### src/rtl/cdc_host_engine.sv
// -----------------------------------------------------------------------------
// cdc_host_engine
//   LC8951-style CD host-interface register block for the Neo CD path, with a
//   byte-transfer engine (DTTRG start, DBC count-down, DAC count-up, DTEI at
//   end) and a small sector-header FIFO so several decoded sectors can queue
//   before the system ROM reads them.
//
// Ports
//   CLK, nRESET        clock (rising edge) / async active-low reset
//   nWR, nRD, RS, DIN  68k register window; falling strobe edge = one access
//   DOUT               read data, registered on the nRD falling edge
//   MSF_M/S/F          header of the sector being latched
//   MSF_LATCH          rising edge pushes {M,S,F} into the header FIFO
//   SECTOR_READY       rising edge sets DECI
//   XFER_REQ/ADDR/ACK  byte-transfer handshake towards the buffer fabric
//   HDR_OVF            sticky header-FIFO overflow
//   CDC_nIRQ           registered, active-low interrupt
//
// Parameters: HDR_DEPTH (power of 2, >=2), DBC_W (9..16), ADDR_W (9..16).
// -----------------------------------------------------------------------------
module cdc_host_engine #(
    parameter int HDR_DEPTH = 4,
    parameter int DBC_W     = 12,
    parameter int ADDR_W    = 16
) (
    input  logic              CLK,
    input  logic              nRESET,
    input  logic              nWR,
    input  logic              nRD,
    input  logic              RS,
    input  logic [7:0]        DIN,
    output logic [7:0]        DOUT,
    input  logic [7:0]        MSF_M,
    input  logic [7:0]        MSF_S,
    input  logic [7:0]        MSF_F,
    input  logic              MSF_LATCH,
    input  logic              SECTOR_READY,
    output logic              XFER_REQ,
    output logic [ADDR_W-1:0] XFER_ADDR,
    input  logic              XFER_ACK,
    output logic              HDR_OVF,
    output logic              CDC_nIRQ
);

    localparam int               PTR_W    = $clog2(HDR_DEPTH);
    localparam int               CNT_W    = PTR_W + 1;
    localparam logic [CNT_W-1:0] FULL_CNT = CNT_W'(HDR_DEPTH);
    // There is no command channel, so CMDI is permanently clear.
    localparam logic             CMDI     = 1'b0;

    typedef enum logic [1:0] {S_IDLE, S_REQ, S_DONE} state_t;

    state_t            state_q;
    logic              nwr_q, nrd_q, latch_q, srdy_q;
    logic [3:0]        ar_q;
    logic [7:0]        dout_q, ifctrl_q, ctrl0_q, ctrl1_q;
    logic [15:0]       wa_q;
    logic [DBC_W-1:0]  dbc_q;
    logic [ADDR_W-1:0] dac_q;
    logic              xreq_q, dtei_q, deci_q, ovf_q, nirq_q;

    logic [7:0]        fifo_m [HDR_DEPTH];
    logic [7:0]        fifo_s [HDR_DEPTH];
    logic [7:0]        fifo_f [HDR_DEPTH];
    logic [PTR_W-1:0]  rd_ptr_q, wr_ptr_q;
    logic [CNT_W-1:0]  cnt_q;

    logic wr_fire, rd_fire, reg_wr, reg_rd, busy;
    logic fifo_empty, fifo_full, push, pop, srdy_rise;
    logic [7:0] dbch, reg_rd_data, rd_data;

    // A write edge takes precedence when both strobes fall together.
    assign wr_fire    = nwr_q & ~nWR;
    assign rd_fire    = ~wr_fire & nrd_q & ~nRD;
    assign reg_wr     = wr_fire & RS;
    assign reg_rd     = rd_fire & RS;
    assign busy       = (state_q != S_IDLE);
    assign fifo_empty = (cnt_q == '0);
    assign fifo_full  = (cnt_q == FULL_CNT);
    assign push       = MSF_LATCH & ~latch_q;
    assign pop        = reg_rd & (ar_q == 4'd15) & ~fifo_empty;
    assign srdy_rise  = SECTOR_READY & ~srdy_q;
    assign dbch       = {{4{dtei_q}}, 4'h0} | 8'(dbc_q >> 8);

    always_comb begin
        reg_rd_data = 8'h00;
        case (ar_q)
            4'd1:  reg_rd_data = {~CMDI, ~dtei_q, ~deci_q, 1'b1, ~busy, 1'b1, ~busy, 1'b1};
            4'd2:  reg_rd_data = dbc_q[7:0];
            4'd3:  reg_rd_data = dbch;
            4'd4:  reg_rd_data = fifo_empty ? 8'h00 : fifo_m[rd_ptr_q];
            4'd5:  reg_rd_data = fifo_empty ? 8'h00 : fifo_s[rd_ptr_q];
            4'd6:  reg_rd_data = fifo_empty ? 8'h00 : fifo_f[rd_ptr_q];
            4'd7:  reg_rd_data = 8'h01;
            4'd8:  reg_rd_data = 8'h04;
            4'd10: reg_rd_data = wa_q[7:0];
            4'd11: reg_rd_data = wa_q[15:8];
            4'd12: reg_rd_data = 8'h80;
            4'd13: reg_rd_data = {ovf_q, 7'h0};
            4'd15: reg_rd_data = {fifo_empty, 7'h0};
            default: reg_rd_data = 8'h00;
        endcase
        rd_data = RS ? reg_rd_data : {4'h0, ar_q};
    end

    // Host side: strobe edge detect, AR, read data, config registers, DECI, IRQ.
    always_ff @(posedge CLK or negedge nRESET) begin
        if (!nRESET) begin
            nwr_q    <= 1'b1;
            nrd_q    <= 1'b1;
            latch_q  <= 1'b0;
            srdy_q   <= 1'b0;
            ar_q     <= 4'd0;
            dout_q   <= 8'h00;
            ifctrl_q <= 8'h00;
            ctrl0_q  <= 8'h00;
            ctrl1_q  <= 8'h00;
            wa_q     <= 16'h0000;
            deci_q   <= 1'b0;
            nirq_q   <= 1'b1;
        end else begin
            nwr_q   <= nWR;
            nrd_q   <= nRD;
            latch_q <= MSF_LATCH;
            srdy_q  <= SECTOR_READY;

            // AR=0 is a parking slot: data accesses there never advance it.
            if (wr_fire && !RS)
                ar_q <= DIN[3:0];
            else if ((wr_fire || rd_fire) && RS && ar_q != 4'd0)
                ar_q <= ar_q + 4'd1;

            if (rd_fire)
                dout_q <= rd_data;

            if (reg_wr) begin
                case (ar_q)
                    4'd1:  ifctrl_q   <= DIN;
                    4'd8:  wa_q[7:0]  <= DIN;
                    4'd9:  wa_q[15:8] <= DIN;
                    4'd10: ctrl0_q    <= DIN;
                    4'd11: ctrl1_q    <= DIN;
                    default: ;
                endcase
            end

            // Set wins over the STAT3 read clear.
            if (srdy_rise)
                deci_q <= 1'b1;
            else if (reg_rd && ar_q == 4'd15)
                deci_q <= 1'b0;

            nirq_q <= ~|{CMDI & ifctrl_q[7], dtei_q & ifctrl_q[6], deci_q & ifctrl_q[5]};
        end
    end

    // Transfer engine. DBC/DAC are only writable while idle.
    always_ff @(posedge CLK or negedge nRESET) begin
        if (!nRESET) begin
            state_q <= S_IDLE;
            dbc_q   <= '0;
            dac_q   <= '0;
            xreq_q  <= 1'b0;
            dtei_q  <= 1'b0;
        end else begin
            case (state_q)
                S_IDLE: begin
                    if (reg_wr) begin
                        case (ar_q)
                            4'd2: dbc_q[7:0]        <= DIN;
                            4'd3: dbc_q[DBC_W-1:8]  <= DIN[DBC_W-9:0];
                            4'd4: dac_q[7:0]        <= DIN;
                            4'd5: dac_q[ADDR_W-1:8] <= DIN[ADDR_W-9:0];
                            4'd6: if (ifctrl_q[1]) begin
                                      state_q <= S_REQ;
                                      xreq_q  <= 1'b1;
                                  end
                            default: ;
                        endcase
                    end
                end
                S_REQ: begin
                    if (XFER_ACK) begin
                        dac_q <= dac_q + ADDR_W'(1);
                        // DBC counts bytes remaining minus one; the byte acked
                        // at DBC==0 is the last and leaves DBC at all ones.
                        if (dbc_q == '0) begin
                            dbc_q   <= '1;
                            xreq_q  <= 1'b0;
                            state_q <= S_DONE;
                        end else begin
                            dbc_q <= dbc_q - DBC_W'(1);
                        end
                    end
                end
                S_DONE:  state_q <= S_IDLE;
                default: state_q <= S_IDLE;
            endcase

            // Completion beats a same-cycle DTACK.
            if (state_q == S_DONE)
                dtei_q <= 1'b1;
            else if (reg_wr && ar_q == 4'd7)
                dtei_q <= 1'b0;
        end
    end

    // Header FIFO control. A push into a full FIFO drops the oldest entry;
    // a pop in the same cycle frees the slot first, so nothing is lost then.
    always_ff @(posedge CLK or negedge nRESET) begin
        if (!nRESET) begin
            rd_ptr_q <= '0;
            wr_ptr_q <= '0;
            cnt_q    <= '0;
            ovf_q    <= 1'b0;
        end else begin
            if (pop || (push && fifo_full))
                rd_ptr_q <= rd_ptr_q + PTR_W'(1);
            if (push)
                wr_ptr_q <= wr_ptr_q + PTR_W'(1);
            if (push && !pop && fifo_full)
                ovf_q <= 1'b1;
            if (push && !pop && !fifo_full)
                cnt_q <= cnt_q + CNT_W'(1);
            else if (pop && !push)
                cnt_q <= cnt_q - CNT_W'(1);
        end
    end

    always_ff @(posedge CLK) begin
        if (push) begin
            fifo_m[wr_ptr_q] <= MSF_M;
            fifo_s[wr_ptr_q] <= MSF_S;
            fifo_f[wr_ptr_q] <= MSF_F;
        end
    end

    // Write-only / reserved control bits with no function in this block.
    logic unused_ok;
    assign unused_ok = ^{ifctrl_q[4:2], ifctrl_q[0], ctrl0_q, ctrl1_q};

    assign DOUT      = dout_q;
    assign XFER_REQ  = xreq_q;
    assign XFER_ADDR = dac_q;
    assign HDR_OVF   = ovf_q;
    assign CDC_nIRQ  = nirq_q;

endmodule

### config.mk
export PLATFORM = sky130hd
export DESIGN_NAME = cdc_host_engine
export DESIGN_NICKNAME = d
export VERILOG_FILES = /design/src/rtl/cdc_host_engine.sv
export SDC_FILE = /design/constraint.sdc
export NUM_CORES = 1
export LEC_CHECK = 0
export CAP_MARGIN = 5
export CORE_AREA = 2 2 98 138
export CTS_BUF_LIST = sky130_fd_sc_hd__clkbuf_2
export DETAILED_ROUTE_END_ITERATION = 8
export DIE_AREA = 0 0 100 140
export PLACE_DENSITY = 0.87
export SLEW_MARGIN = 0
export SYNTH_ARGS = -nofsm -noshare
export SYNTH_HDL_FRONTEND = slang
export SYNTH_SLANG_ARGS = --single-unit
export TNS_END_PERCENT = 5
### constraint.sdc
create_clock -name CLK -period 5.9 [get_ports CLK]
set_input_delay 0.885 -clock CLK [delete_from_list [all_inputs] [get_ports CLK]]
set_output_delay 0.885 -clock CLK [all_outputs]
set_load 0.02 [all_outputs]
==> metrics.md <==
| Metric | Value |
|---|---|
| Port buffer count | between 60 and 70 |
| Mapped Cells | 630 |
| Worst setup SP type | register |
| RSZ-0062 raised after global routing | false |
| Clk_lat worst skew | 760 ps |
| Detail Route Antenna Nets | 0 |
| TritonCTS Buffers | 17 |
| CP Data Arrival Time | between 3000 and 4000 ps |
| Max-slew violations | 0 |
| Seq/Total Area, Yosys | 0.590 |
| Post-synthesis mux area share | 0.105 |
| Drt pass-1 iters | 5 |
| Post-Synth Simple-Gate Area | 0.109 |
| Grt total ovfl | 0 |
| Post-DP HPWL | between 10 and 15 mm |
| CP Class | reg -> reg |
| Mapped Area | slightly above 8000 um^2 |
| Hold Crit Class | in -> async |
| Yosys Warn Count | 0 |
| CTS Hold Buffers Added | 0 |
| CP cell instances | ha_1 -> and3_1 -> nand4_1 -> o21ai_0 -> fa_1 -> o21ai_0 -> a211oi_1 -> o22a_1 |
| Leakage | ~3.3 nW |
| Max-Cap Viols | 0 |
| Root buf cell | clkbuf_2 |
| DRC Markers | 0 |
| Syn nets | approximately 700 |
| Pre-CTS WS | ~2300 ps |
| Fillers | 857 |
| Crit path required time | between 6000 and 7000 ps |
| Worst R2R Setup Slack | 2820 ps |
| Setup violations, final | 0 |
| Peak supply drop | 249 uV |
| Clk sinks | roughly 170 |
| CTS clock-pin slew for the worst setup and hold paths | 280 ps |
| Status | completed |
| Post-CTS setup buffer count | 0 |
| First DRT Iteration DRCs | 506 |
| PwrDens | ~480 nW/um^2 |
| CTS tree | built |
| First-pass GRT wire length | 29.6 mm |
| Critical Path Max Stage Delay | roughly 630 ps |
| GRT Total Usage | 0.275 |
| Post-synth cell types | slightly below 80 |
| Drt total wl | 18.5 mm |
| Max frequency | ~0.32 GHz |
| Final setup margin | about 2800 ps |
| Worst path most repeated cell | o21ai_0 |
| Routed WL per cell | around 22 um |
| Async SR Flop Fraction | 0.445 |
| Die H | 140 um |
| Setup TNS | 0 ps |
| Initial Util | 0.640 |
| Slew HR | 0.179 |
| EDFF count, synth | between 90 and 100 |
| Area share of fa/ha/maj cells after synthesis | 0.0193 |
| Clk_skew | 31.5 ps |
| Horiz. Die Dim | approximately 100 um |
| Io pins | 67 |
| Worst-path maximum fanout | 17 |
| Core ar. | between 10000 and 15000 um^2 |
| Die area | approximately 14000 um^2 |
| Largest net degree at the start of global routing | 78 |
| Final Hold Viols | 0 |
| Fin crit period | just over 3000 ps |
| Final nets | approximately 730 |
| Main combinational cell family by area after synthesis | compound AO/OA/AOI/OAI gates |
| Final GP Congestion | approximately 0.93 |
| Htree depth | 4 |
| Vias | 5696 |
| Post-synthesis to final-layout area growth | 11.0% |
| Ratio of final minimum period to clock period | 0.522 |
| Worst setup EP type | register |
| Compound-Gate Fraction of Synth Area | 0.136 |
| Xor/xnor cell area share of the yosys netlist | 0.00537 |
| Syn_area_per_cell | about 13 um^2 |
| Post-synth top flop | edfxtp_1 |
| Initial antenna violation count | 1 |
| FF+latch count, synth | about 170 |
| Slowest CP cell | ha_1 |
| Worst slew pin tran | approximately 1200 ps |
| Share of layout cells above drive strength 1 | 0.125 |
| Row count | between 40 and 50 |
| Post-CTS resize count | 0 |
| Vias in the first global route | roughly 5600 |
| Via density per instance | 6.76 |
| Clock Tree Buf Depth | 2 |
-- logic make-up (layout without fill, tap and decap cells) --
logic type,after synthesis,count (layout)
other cells,0,1
buf+inv,58,117
simple gates,169,169
mux,50,50
xor+xnor,5,5
fa+ha+maj,12,12
compound gates,163,163
flops,173,173
-- layer usage --
layer	wire length, um	GRT usage	vias up
li1	-	-	2531
met2	9770	0.468	265
met5	0	0	-
met3	1110	0.0559	50
met4	542	0.103	0
met1	7120	0.348	2850
-- power by group --
group / internal [mW] / total (mW) / switching, mW
Clock: 0.146 / 0.619 / 0.473
Combinational: 0.816 / 1.82 / 1.00
Sequential: 1.57 / 1.93 / 0.361
-- critical path, delay by kind of cell, from the launching register on --
| kind | cells | cell delay (ps) |
|---|---|---|
| compound gates | 4 | 730 |
| fa+ha+maj | 2 | 1110 |
| simple gates | 2 | 670 |
| flops | 1 | 510 |
-- layout make-up --
| type | count | area [um^2] | area share |
|---|---|---|---|
| Timing Repair Buffer | 68 | 673 | 0.0744 |
| Clock buffer | 18 | 90.1 | 0.00995 |
| Inverter | 17 | 63.8 | 0.00705 |
| Tap cell | 153 | 191 | 0.0211 |
| Sequential cell | 173 | 4810 | 0.532 |
| Multi-Input combinational cell | 399 | 3060 | 0.338 |
| Antenna cell | 1 | 2.50 | 0.000276 |
| Clock inverter | 14 | 159 | 0.0176 |
-- flip-flops by register name (all words and copies together) (netlist names), 2 cells and up --
signal / flops
wa_q: 16
ar_q: 4
fifo_s: 32
ifctrl_q: 3
XFER_ADDR: 16
dbc_q: 12
wr_ptr_q: 2
fifo_f: 32
fifo_m: 32
rd_ptr_q: 2
cnt_q: 3
DOUT: 8
state_q: 2
-- worst paths after layout --
kind | from | end | cells after the start
max | ar_q[0] | cnt_q[1] | 8
min | nRESET | ifctrl_q[5] | 1
max reg2reg | ar_q[0] | cnt_q[1] | 8
min reg2reg | srdy_q | deci_q | 1
max in group asynchronous | nRESET | dbc_q[7] | 1
min in group CLK | srdy_q | deci_q | 1
-- cell usage in the layout (no fill, tap or decap), types with 10 or more instances in the layout --
master / synthesis / routed
edfxtp_1: 96 / 96
dfrtp_1: 74 / 74
clkdlybuf4s50_1: 0 / 65
a21oi_1: 42 / 42
nand2_1: 39 / 39
nor2_1: 33 / 33
nand3_1: 32 / 32
mux4_2: 24 / 24
o22a_1: 20 / 20
o21ai_1: 20 / 20
clkbuf_2: 0 / 18
inv_1: 15 / 15
nor3_1: 13 / 13
o21ai_0: 12 / 12
ha_1: 11 / 11
mux2_1: 10 / 10
-- Yosys cell counts, types with 5 or more instances --
library cell | count | area (um^2)
mux2i_1 | 6 | 60.1
clkbuf_1 | 13 | 48.8
ha_1 | 11 | 138
a21oi_1 | 42 | 210
o21ai_1 | 20 | 100
nor3_1 | 13 | 65.1
o21ai_0 | 12 | 60.1
nor2_1 | 33 | 124
a22oi_1 | 7 | 52.6
and2_1 | 7 | 43.8
nand4_1 | 5 | 31.3
buf_2 | 20 | 100
mux2_4 | 8 | 120
dfrtp_1 | 74 | 1850
mux2_1 | 10 | 113
mux4_2 | 24 | 541
nor2b_1 | 5 | 31.3
nand2_1 | 39 | 146
o22a_1 | 20 | 175
and3_1 | 6 | 37.5
edfxtp_1 | 96 | 2880
nand3_1 | 32 | 160
inv_1 | 15 | 56.3
a31oi_1 | 8 | 50.1
a211oi_1 | 6 | 45.0
-- metrics by stage --
stage          instance area (um^2)  hold slack [ps]  cells   util  total power [mW]
6_report                       9050              232    843  0.710              4.37
3_3_place_gp                   8800              399    810  0.690              3.66
2_1_floorplan                  8160              382    630      -              3.19
4_1_cts                        9050              224    842  0.710              4.36
5_1_grt                        9050              256    843  0.710              4.61
3_5_place_dp                   8800              416    810  0.690              3.75
No activity file was read; power rests on OpenSTA's default activity.
